`src/rtl/neuron_cfg_loader_pkg.sv`:
```
// rtl/neuron_cfg_loader_pkg.sv - shared types and width helpers for the neuron config loader
package neuron_cfg_loader_pkg;

    localparam int DATA_WIDTH_DEF = 16;
    localparam int CFG_W_DEF      = 2 * DATA_WIDTH_DEF + 1;

    typedef enum logic [1:0] {
        ST_IDLE   = 2'd0,
        ST_WEIGHT = 2'd1,
        ST_BIAS   = 2'd2,
        ST_DONE   = 2'd3
    } state_e;

    function automatic int cfg_w(input int data_width);
        return 2 * data_width + 1;
    endfunction

    // Single-entry counts still need a 1-bit register.
    function automatic int cnt_w(input int n);
        return (n > 1) ? $clog2(n) : 1;
    endfunction

endpackage

```
`src/rtl/neuron_cfg_loader.sv`:
```
// rtl/neuron_cfg_loader.sv - streams host words into one layer's neurons as tagged weight/bias strobes
module neuron_cfg_loader
    import neuron_cfg_loader_pkg::*;
#(
    parameter int DATA_WIDTH  = DATA_WIDTH_DEF,
    parameter int LAYER_NO    = 1,
    parameter int NUM_NEURONS = 30,
    parameter int NUM_WEIGHT  = 128
) (
    input  logic                          clk,
    input  logic                          rst_n,
    input  logic                          start,
    input  logic                          abort,
    input  logic                          s_valid,
    input  logic [DATA_WIDTH-1:0]         s_data,
    output logic                          s_ready,
    output logic                          weightValid,
    output logic [DATA_WIDTH-1:0]         weightValue,
    output logic                          biasValid,
    output logic [DATA_WIDTH-1:0]         biasValue,
    output logic [2*DATA_WIDTH:0]         config_layer_num,
    output logic [2*DATA_WIDTH:0]         config_neuron_num,
    output logic                          busy,
    output logic                          done
);

    localparam int CFG_W = cfg_w(DATA_WIDTH);
    localparam int WCW   = cnt_w(NUM_WEIGHT);
    localparam int NCW   = cnt_w(NUM_NEURONS);

    localparam logic [WCW-1:0]   W_LAST    = WCW'(NUM_WEIGHT - 1);
    localparam logic [NCW-1:0]   N_LAST    = NCW'(NUM_NEURONS - 1);
    localparam logic [CFG_W-1:0] LAYER_VAL = CFG_W'(LAYER_NO);

    state_e                state_q, state_d;
    logic [WCW-1:0]        weight_cnt_q, weight_cnt_d;
    logic [NCW-1:0]        neuron_cnt_q, neuron_cnt_d;
    logic                  weight_valid_q, weight_valid_d;
    logic                  bias_valid_q, bias_valid_d;
    logic                  done_q, done_d;
    logic [DATA_WIDTH-1:0] weight_value_q, weight_value_d;
    logic [DATA_WIDTH-1:0] bias_value_q, bias_value_d;
    logic [CFG_W-1:0]      layer_num_q, layer_num_d;
    logic [CFG_W-1:0]      neuron_num_q, neuron_num_d;

    logic busy_w;
    logic hs;

    assign busy_w = (state_q == ST_WEIGHT) || (state_q == ST_BIAS);
    // Abort wins over a word offered in the same cycle.
    assign hs     = s_valid & busy_w & ~abort;

    always_comb begin
        state_d        = state_q;
        weight_cnt_d   = weight_cnt_q;
        neuron_cnt_d   = neuron_cnt_q;
        weight_valid_d = 1'b0;
        bias_valid_d   = 1'b0;
        done_d         = 1'b0;
        weight_value_d = weight_value_q;
        bias_value_d   = bias_value_q;
        neuron_num_d   = neuron_num_q;

        if (abort) begin
            state_d      = ST_IDLE;
            weight_cnt_d = '0;
            neuron_cnt_d = '0;
            neuron_num_d = '0;
        end else begin
            case (state_q)
                ST_IDLE: begin
                    if (start) begin
                        state_d      = ST_WEIGHT;
                        weight_cnt_d = '0;
                        neuron_cnt_d = '0;
                    end
                end
                ST_WEIGHT: begin
                    if (hs) begin
                        weight_valid_d = 1'b1;
                        weight_value_d = s_data;
                        neuron_num_d   = CFG_W'(neuron_cnt_q);
                        if (weight_cnt_q == W_LAST) begin
                            state_d = ST_BIAS;
                        end else begin
                            weight_cnt_d = weight_cnt_q + 1'b1;
                        end
                    end
                end
                ST_BIAS: begin
                    if (hs) begin
                        bias_valid_d = 1'b1;
                        bias_value_d = s_data;
                        neuron_num_d = CFG_W'(neuron_cnt_q);
                        if (neuron_cnt_q == N_LAST) begin
                            state_d = ST_DONE;
                        end else begin
                            neuron_cnt_d = neuron_cnt_q + 1'b1;
                            weight_cnt_d = '0;
                            state_d      = ST_WEIGHT;
                        end
                    end
                end
                ST_DONE: begin
                    state_d = ST_IDLE;
                    done_d  = 1'b1;
                end
                default: state_d = ST_IDLE;
            endcase
        end

        // The last bias strobe lands in DONE, so the layer tag also follows the strobes.
        layer_num_d = ((state_d == ST_WEIGHT) || (state_d == ST_BIAS) ||
                       weight_valid_d || bias_valid_d) ? LAYER_VAL : '0;
    end

    always_ff @(posedge clk or negedge rst_n) begin
        if (!rst_n) begin
            state_q        <= ST_IDLE;
            weight_cnt_q   <= '0;
            neuron_cnt_q   <= '0;
            weight_valid_q <= 1'b0;
            bias_valid_q   <= 1'b0;
            done_q         <= 1'b0;
            weight_value_q <= '0;
            bias_value_q   <= '0;
            layer_num_q    <= '0;
            neuron_num_q   <= '0;
        end else begin
            state_q        <= state_d;
            weight_cnt_q   <= weight_cnt_d;
            neuron_cnt_q   <= neuron_cnt_d;
            weight_valid_q <= weight_valid_d;
            bias_valid_q   <= bias_valid_d;
            done_q         <= done_d;
            weight_value_q <= weight_value_d;
            bias_value_q   <= bias_value_d;
            layer_num_q    <= layer_num_d;
            neuron_num_q   <= neuron_num_d;
        end
    end

    assign s_ready           = busy_w;
    assign busy              = busy_w;
    assign done              = done_q;
    assign weightValid       = weight_valid_q;
    assign weightValue       = weight_value_q;
    assign biasValid         = bias_valid_q;
    assign biasValue         = bias_value_q;
    assign config_layer_num  = layer_num_q;
    assign config_neuron_num = neuron_num_q;

endmodule

```
`config.mk`:
```
export PLATFORM = sky130hd
export DESIGN_NAME = neuron_cfg_loader
export DESIGN_NICKNAME = d
export VERILOG_FILES = /design/src/rtl/neuron_cfg_loader_pkg.sv /design/src/rtl/neuron_cfg_loader.sv
export SDC_FILE = /design/constraint.sdc
export NUM_CORES = 1
export LEC_CHECK = 0
export ABC_AREA = 1
export CAP_MARGIN = 10
export CORE_ASPECT_RATIO = 0.75
export CORE_MARGIN = 2
export CORE_UTILIZATION = 30
export DETAILED_ROUTE_END_ITERATION = 8
export GPL_TIMING_DRIVEN = 0
export PLACE_DENSITY_LB_ADDON = 0.25
export SLEW_MARGIN = 5
export SYNTH_ARGS = -nofsm -noshare
export SYNTH_HDL_FRONTEND = slang
export SYNTH_SLANG_ARGS = --single-unit
```
`constraint.sdc`:
```
create_clock -name clk -period 1.6 [get_ports clk]
set_input_delay 0.32 -clock clk [delete_from_list [all_inputs] [get_ports clk]]
set_output_delay 0.32 -clock clk [all_outputs]
set_load 0.01 [all_outputs]
```
# Word-level counts from Yosys, hierarchy flattened
# Index checks and enable logic that the tools add are counted.
dict set report totals {
  ff_bits 83
  word_cells 72
  output_inout_bits 103
  input_bits 21
}
dict set report classes {
  bitwise 3
  n_reduce_logical 15
  mux 30
  add_sub_neg 2
  n_eq_ne 12
}
# op count
set op_table {}
lappend op_table {{33-bit 2-to-1 mux} 3}
lappend op_table {{7-bit 2-to-1 mux} 6}
lappend op_table {{7-bit one-hot mux with 3 select lines} 1}
lappend op_table {{5-bit 2-to-1 mux} 4}
lappend op_table {{3-bit != test, second input constant} 5}
lappend op_table {{2-bit 2-to-1 mux} 6}
lappend op_table {{5-bit one-hot mux with 2 select lines} 1}
lappend op_table {{1-bit 2-to-1 mux} 8}
lappend op_table {{2-bit one-hot mux with 4 select lines} 1}
lappend op_table {{7-bit by 1-bit adder with 7-bit output, second input constant} 1}
lappend op_table {{7-bit == test, second input constant} 1}
lappend op_table {{2-bit == test, second input constant} 3}
lappend op_table {{3-bit AND reduction} 2}
lappend op_table {{6-bit AND reduction} 1}
lappend op_table {{5-bit by 1-bit adder with 5-bit output, second input constant} 1}
lappend op_table {{5-bit == test, second input constant} 1}
lappend op_table {{2-bit by 1-bit == test with 1-bit output, second input constant} 2}
lappend op_table {{1-bit logical OR} 4}
lappend op_table {{4-bit AND reduction} 1}
lappend op_table {{2-bit nonzero test} 2}
lappend op_table {{4-bit nonzero test} 1}
lappend op_table {{3-bit nonzero test} 1}
lappend op_table {{1-bit AND} 2}
lappend op_table {{2-bit logical NOT} 1}
lappend op_table {{other kinds (3)} 3}

# Longest topological paths before layout
dict set report logic_depth {
  word_depth 12
  ltp_mapped 12
  depth_no_buf 12
}

# Worst setup path after synthesis
# No wires, ideal clock.
dict set report synth_timing {
  kind {register -> register}
  from {register state_q[0]}
  to {register weight_cnt_q[0]}
  setup_time_ns 0.122
  arrival_time_ns 1.626
  synth_period_minus_slack_ns 1.748
  n_path_buf 0
  path_stages_with_launch 10
  path_slack_ns -0.148
  required_time_ns 1.478
  cell_sequence {dfrtp_1 inv_1 ha_1 nand2_1 nand3_1 nand4_2 nor2_4 inv_4 nand2_1 o21ai_2}
}
dict set report synth_between {
  elab_chain_cells 6
  elab_cells_between_ends 15
  classes_between {eq/ne (7); mux (2); bitwise (2); reduce/logical (4)}
}
# item line
set synth_rtl {}
lappend synth_rtl {{start, declared} neuron_cfg_loader.sv:35} ;# state_e state_q, state_d;
lappend synth_rtl {{start signal, assigned} neuron_cfg_loader.sv:130} ;# state_q <= state_d;
lappend synth_rtl {{2-bit by 1-bit == test with 1-bit output or 2-bit == test (tied branches)} neuron_cfg_loader.sv:49} ;# assign busy_w = (state_q == ST_WEIGHT) || (state_q == ST_BIAS);
lappend synth_rtl {{1-bit logical OR *} neuron_cfg_loader.sv:49}
lappend synth_rtl {{via busy} neuron_cfg_loader.sv:23} ;# output logic busy,
lappend synth_rtl {{1-bit AND * (2 in series)} neuron_cfg_loader.sv:51} ;# assign hs = s_valid & busy_w & ~abort;
lappend synth_rtl {{3-bit != test (no line)} -}
lappend synth_rtl {{6-bit AND reduction (no line) *} -}
lappend synth_rtl {{end signal, assigned} neuron_cfg_loader.sv:131} ;# weight_cnt_q <= weight_cnt_d;
lappend synth_rtl {{end, declared} neuron_cfg_loader.sv:36} ;# logic [WCW-1:0] weight_cnt_q, weight_cnt_d;
# Mark *: on every way through the listed nets, which the timed path passes. The rest lies on a longest branch.
# A chain may end at the register's enable or synchronous reset.

# Worst setup path after layout
dict set report layout_timing {
  from {register state_q[0]}
  to {register layer_num_q[0], in the netlist config_layer_num[0]}
}
dict set report layout_between {
  elab_chain_cells 12
  elab_cells_between_ends 24
  classes_between {eq/ne (5); mux (12); bitwise (2); reduce/logical (5)}
}
# item line
set layout_rtl {}
lappend layout_rtl {{2-bit by 1-bit == test with 1-bit output or 2-bit == test (tied branches)} {neuron_cfg_loader.sv:49, neuron_cfg_loader.sv:70}}
lappend layout_rtl {{1-bit logical OR} neuron_cfg_loader.sv:49}
lappend layout_rtl {{1-bit AND (2 in series)} neuron_cfg_loader.sv:51}
lappend layout_rtl {{2-bit 2-to-1 mux, on equally long branches} {neuron_cfg_loader.sv:91, neuron_cfg_loader.sv:79}}
lappend layout_rtl {{2-bit one-hot mux with 4 select lines} neuron_cfg_loader.sv:70} ;# case (state_q)
lappend layout_rtl {{2-bit 2-to-1 mux} neuron_cfg_loader.sv:64} ;# if (abort) begin
lappend layout_rtl {{2-bit by 1-bit == test with 1-bit output or 2-bit == test (tied branches)} neuron_cfg_loader.sv:113} ;# layer_num_d = ((state_d == ST_WEIGHT) || (state_d == ST_BIAS) ||
lappend layout_rtl {{1-bit logical OR (2 in series)} neuron_cfg_loader.sv:113}
lappend layout_rtl {{1-bit logical OR *} neuron_cfg_loader.sv:114} ;# weight_valid_d || bias_valid_d) ? LAYER_VAL : '0;
lappend layout_rtl {{1-bit 2-to-1 mux *} neuron_cfg_loader.sv:114}
lappend layout_rtl {{via layer_num_d[0]} neuron_cfg_loader.sv:43} ;# logic [CFG_W-1:0] layer_num_q, layer_num_d;
lappend layout_rtl {{end signal, assigned} neuron_cfg_loader.sv:138} ;# layer_num_q <= layer_num_d;
lappend layout_rtl {{end, declared} neuron_cfg_loader.sv:43}
# Marked as above.

==> results.sh <==
export IMPL_die_w_um=120
export IMPL_clk_latency_ps=290
export IMPL_clk_pin_slew_ps=70
export IMPL_avgRoutedWirePerCell_um=11.2
export IMPL_pin_count=124
export IMPL_grt_pass1_wl_mm=11.7
export IMPL_die_h_um=91.2
export IMPL_hold_class="input port to async pin"
export IMPL_viasPerCell=3.99
export IMPL_grt_pass1_vias=2457
export IMPL_layout_drive_gt1_share_pct=28.5
export IMPL_violations="setup timing"
export IMPL_status="finished with violations"
export IMPL_crit_required_ps=1770
export IMPL_drcViolationCount=0
export IMPL_grt_usage_pct=13.1
export IMPL_critical_path_startpoint_type="flop"
export IMPL_tightestPinTransition_ps=536
export IMPL_num_vias=2527
export IMPL_setup_viol=4
export IMPL_r2r_slack_ps=-30
export IMPL_cts_buffers=5
export IMPL_finalCriticalPeriod_ps=1630
export IMPL_vdd_drop_max_v=0.000899
export IMPL_num_antenna_cells=0
export IMPL_fin_crit_sh_pct=102
export IMPL_crit_fanout=7
export IMPL_core_um2=9770
export IMPL_maxCapViolCount=0
export IMPL_rsz0062_at_grt="true"
export IMPL_clk_path_buf_depth=2
export IMPL_fmax_mhz=612
export IMPL_postCtsHoldBufs=0
export IMPL_end_kind="flop"
export IMPL_firstDrtPassIters=4
export IMPL_start_util_pct=31.1
export IMPL_syn_inst=357
export IMPL_rows=31
export IMPL_multi_input_area_um2=1320
export IMPL_io_buffer_count=63
export IMPL_cts_tree="done"
export IMPL_post_synth_num_cell_types=33
export IMPL_yosysWarnings=0
export IMPL_fill_cells=961
export IMPL_seqCellArea_um2=1380
export IMPL_ant_nets=0
export IMPL_hold_viol=0
export IMPL_p_leak_nw=2.28
export IMPL_timing_setup_tns_ps=-41.5
export IMPL_grt_max_degree=34
export IMPL_area_delta_synth_final_pct=47.4
export IMPL_worst_slack_ps=-33.9
export IMPL_synth_area_leader_cell="dfrtp_1"
export IMPL_drt_iter0_markers=140
export IMPL_place_gp_congestion=0.821
export IMPL_cts_sinks=55
export IMPL_critPathKind="flop to flop"
export IMPL_root_buffer="clkbuf_16"
export IMPL_power_density_nw_per_um2=1470
export IMPL_yosysTopAreaCellShare_pct=45.2
export IMPL_clock_skew_final_ps=7.18
export IMPL_overflow=0
export IMPL_synth_area_per_cell_um2=8.53
export IMPL_drv_slew=0
export IMPL_max_slew_margin_rel_pct=64.3
export IMPL_antenna_found_initial=0
export IMPL_dieArea_um2=11000
export IMPL_seq_area_frac_synth_pct=45.2
export IMPL_synth_seq_cells=55
export IMPL_synthTopCellsByArea="dfrtp_1 45%, buf_4 15%, nand2_1 9.2%"
export IMPL_dp_hpwl_mm=5.43
export IMPL_syn_cell_area_um2=3040
export IMPL_arrival_ps=1810
export IMPL_finalWirelength_mm=7.09
export IMPL_pre_cts_ws_ps=-515
export IMPL_htree_num_levels=2
export IMPL_final_nets=528
==> registers in the layout, indices dropped and copies added, names as in the netlist <==
signal / flops
biasValid: 1
biasValue: 16
config_layer_num: 1
config_neuron_num: 5
done: 1
neuron_cnt_q: 5
state_q: 2
weightValid: 1
weightValue: 16
weight_cnt_q: 7
==> metal layers <==
layer	global-route usage [%]	share of wire (%)
met1	17.2	45
met2	22.5	49
met3	2.20	5.4
met4	3.29	1.3
met5	0	0
==> placed cells by master, fill, tap and decap left out, drive strengths merged, types with 7 or more instances in the layout <==
cell / Yosys / routed
buf: 68 / 86
nand2: 78 / 78
conb: 1 / 60
clkdlybuf4s50: 0 / 59
dfrtp: 55 / 55
o21ai: 45 / 45
inv: 44 / 44
nand3: 21 / 21
nor2: 15 / 15
clkbuf: 3 / 8
nand4: 7 / 7
ha: 7 / 7
==> cell type report <==
cell class	instances	share of cell area, %
buffer	70	11.7
clock buffer	6	3.10
clock inverter	2	0.363
inverter	44	4.07
multi-input combinational	246	29.5
sequential	55	30.7
tap	132	3.68
timing repair buffer	78	16.9
==> kinds of logic (layout without fill, tap and decap cells) <==
logic type,count (synthesis),count (layout),synth area share [%]
flip-flops,55,55,45.2
XOR/XNOR,1,1,0.288
buffers and inverters,115,200,22.6
other,1,60,0.123
AO/OA/AOI/OAI,51,51,9.04
AND/OR/NAND/NOR,127,127,19.9
adder cells (fa/ha/maj),7,7,2.88
==> cell usage after synthesis <==
master / number
nand2_1: 75
buf_4: 62
dfrtp_1: 55
o21ai_0: 40
inv_1: 39
nand3_1: 18
nor2_1: 11
ha_1: 7
nand4_1: 6
buf_2: 5
a21oi_1: 4
inv_4: 3
nor3_1: 3
o21ai_2: 3
clkbuf_2: 2
inv_2: 2
nand2_2: 2
nand3_2: 2
nor2_2: 2
nor2_4: 2
o21ai_1: 2
a31oi_1: 1
and3_1: 1
buf_6: 1
clkbuf_1: 1
conb_1: 1
nand2_8: 1
nand3_4: 1
nand3b_1: 1
nand4_2: 1
nor3b_1: 1
o31ai_2: 1
xor2_1: 1
==> final timing paths <==
| kind | cells past startpoint | end | from |
|---|---|---|---|
| worst max-delay path | 11 | config_layer_num[0] | state_q[0] |
| worst min-delay path | 1 | config_neuron_num[0] | rst_n |
| worst max register to register | 11 | config_layer_num[0] | state_q[0] |
| worst min register to register | 2 | biasValue[1] | biasValue[1] |
| max in group asynchronous | 2 | weight_cnt_q[0] | rst_n |
| min in group clk | 2 | biasValue[1] | biasValue[1] |
==> timing repair <==
action,4_1_cts,5_1_grt
resized for setup,37,38
pin swaps,9,7
buffers inserted,11,3
endpoints found under the setup margin,48,43
==> worst max-delay path, stage by stage (launching register included) <==
cell and delay [ps]:
dfrtp_2 400, inv_4 60, ha_4 300, nand3_4 150
inv_6 130, nand2_8 70, nand2_2 60, inv_1 40
nand2_1 80, nand2_2 70, nand3_2 90, nand3_2 80
==> through the flow <==
stage               utilization (%)  hold slack, ps  total power, mW  area [um^2]  cells
detailed placement             41.9             335             5.01         4100    612
floorplan                         -            24.4             3.69         3290    416
global route                   45.9            47.2             7.06         4490    633
CTS                            45.2            19.9             6.49         4410    630
global placement               41.8             467             4.95         4080    611
finish                         45.9            3.19             6.61         4490    633
==> power breakdown <==
part / leakage [nW] / internal (mW) / switching [mW]
combinational: 1.48 / 1.72 / 1.65
sequential: 0.734 / 1.83 / 0.284
clock: 0.0731 / 0.626 / 0.497
total: 2.28 / 4.18 / 2.43
Note: power is estimated with default switching activity, not from simulation.
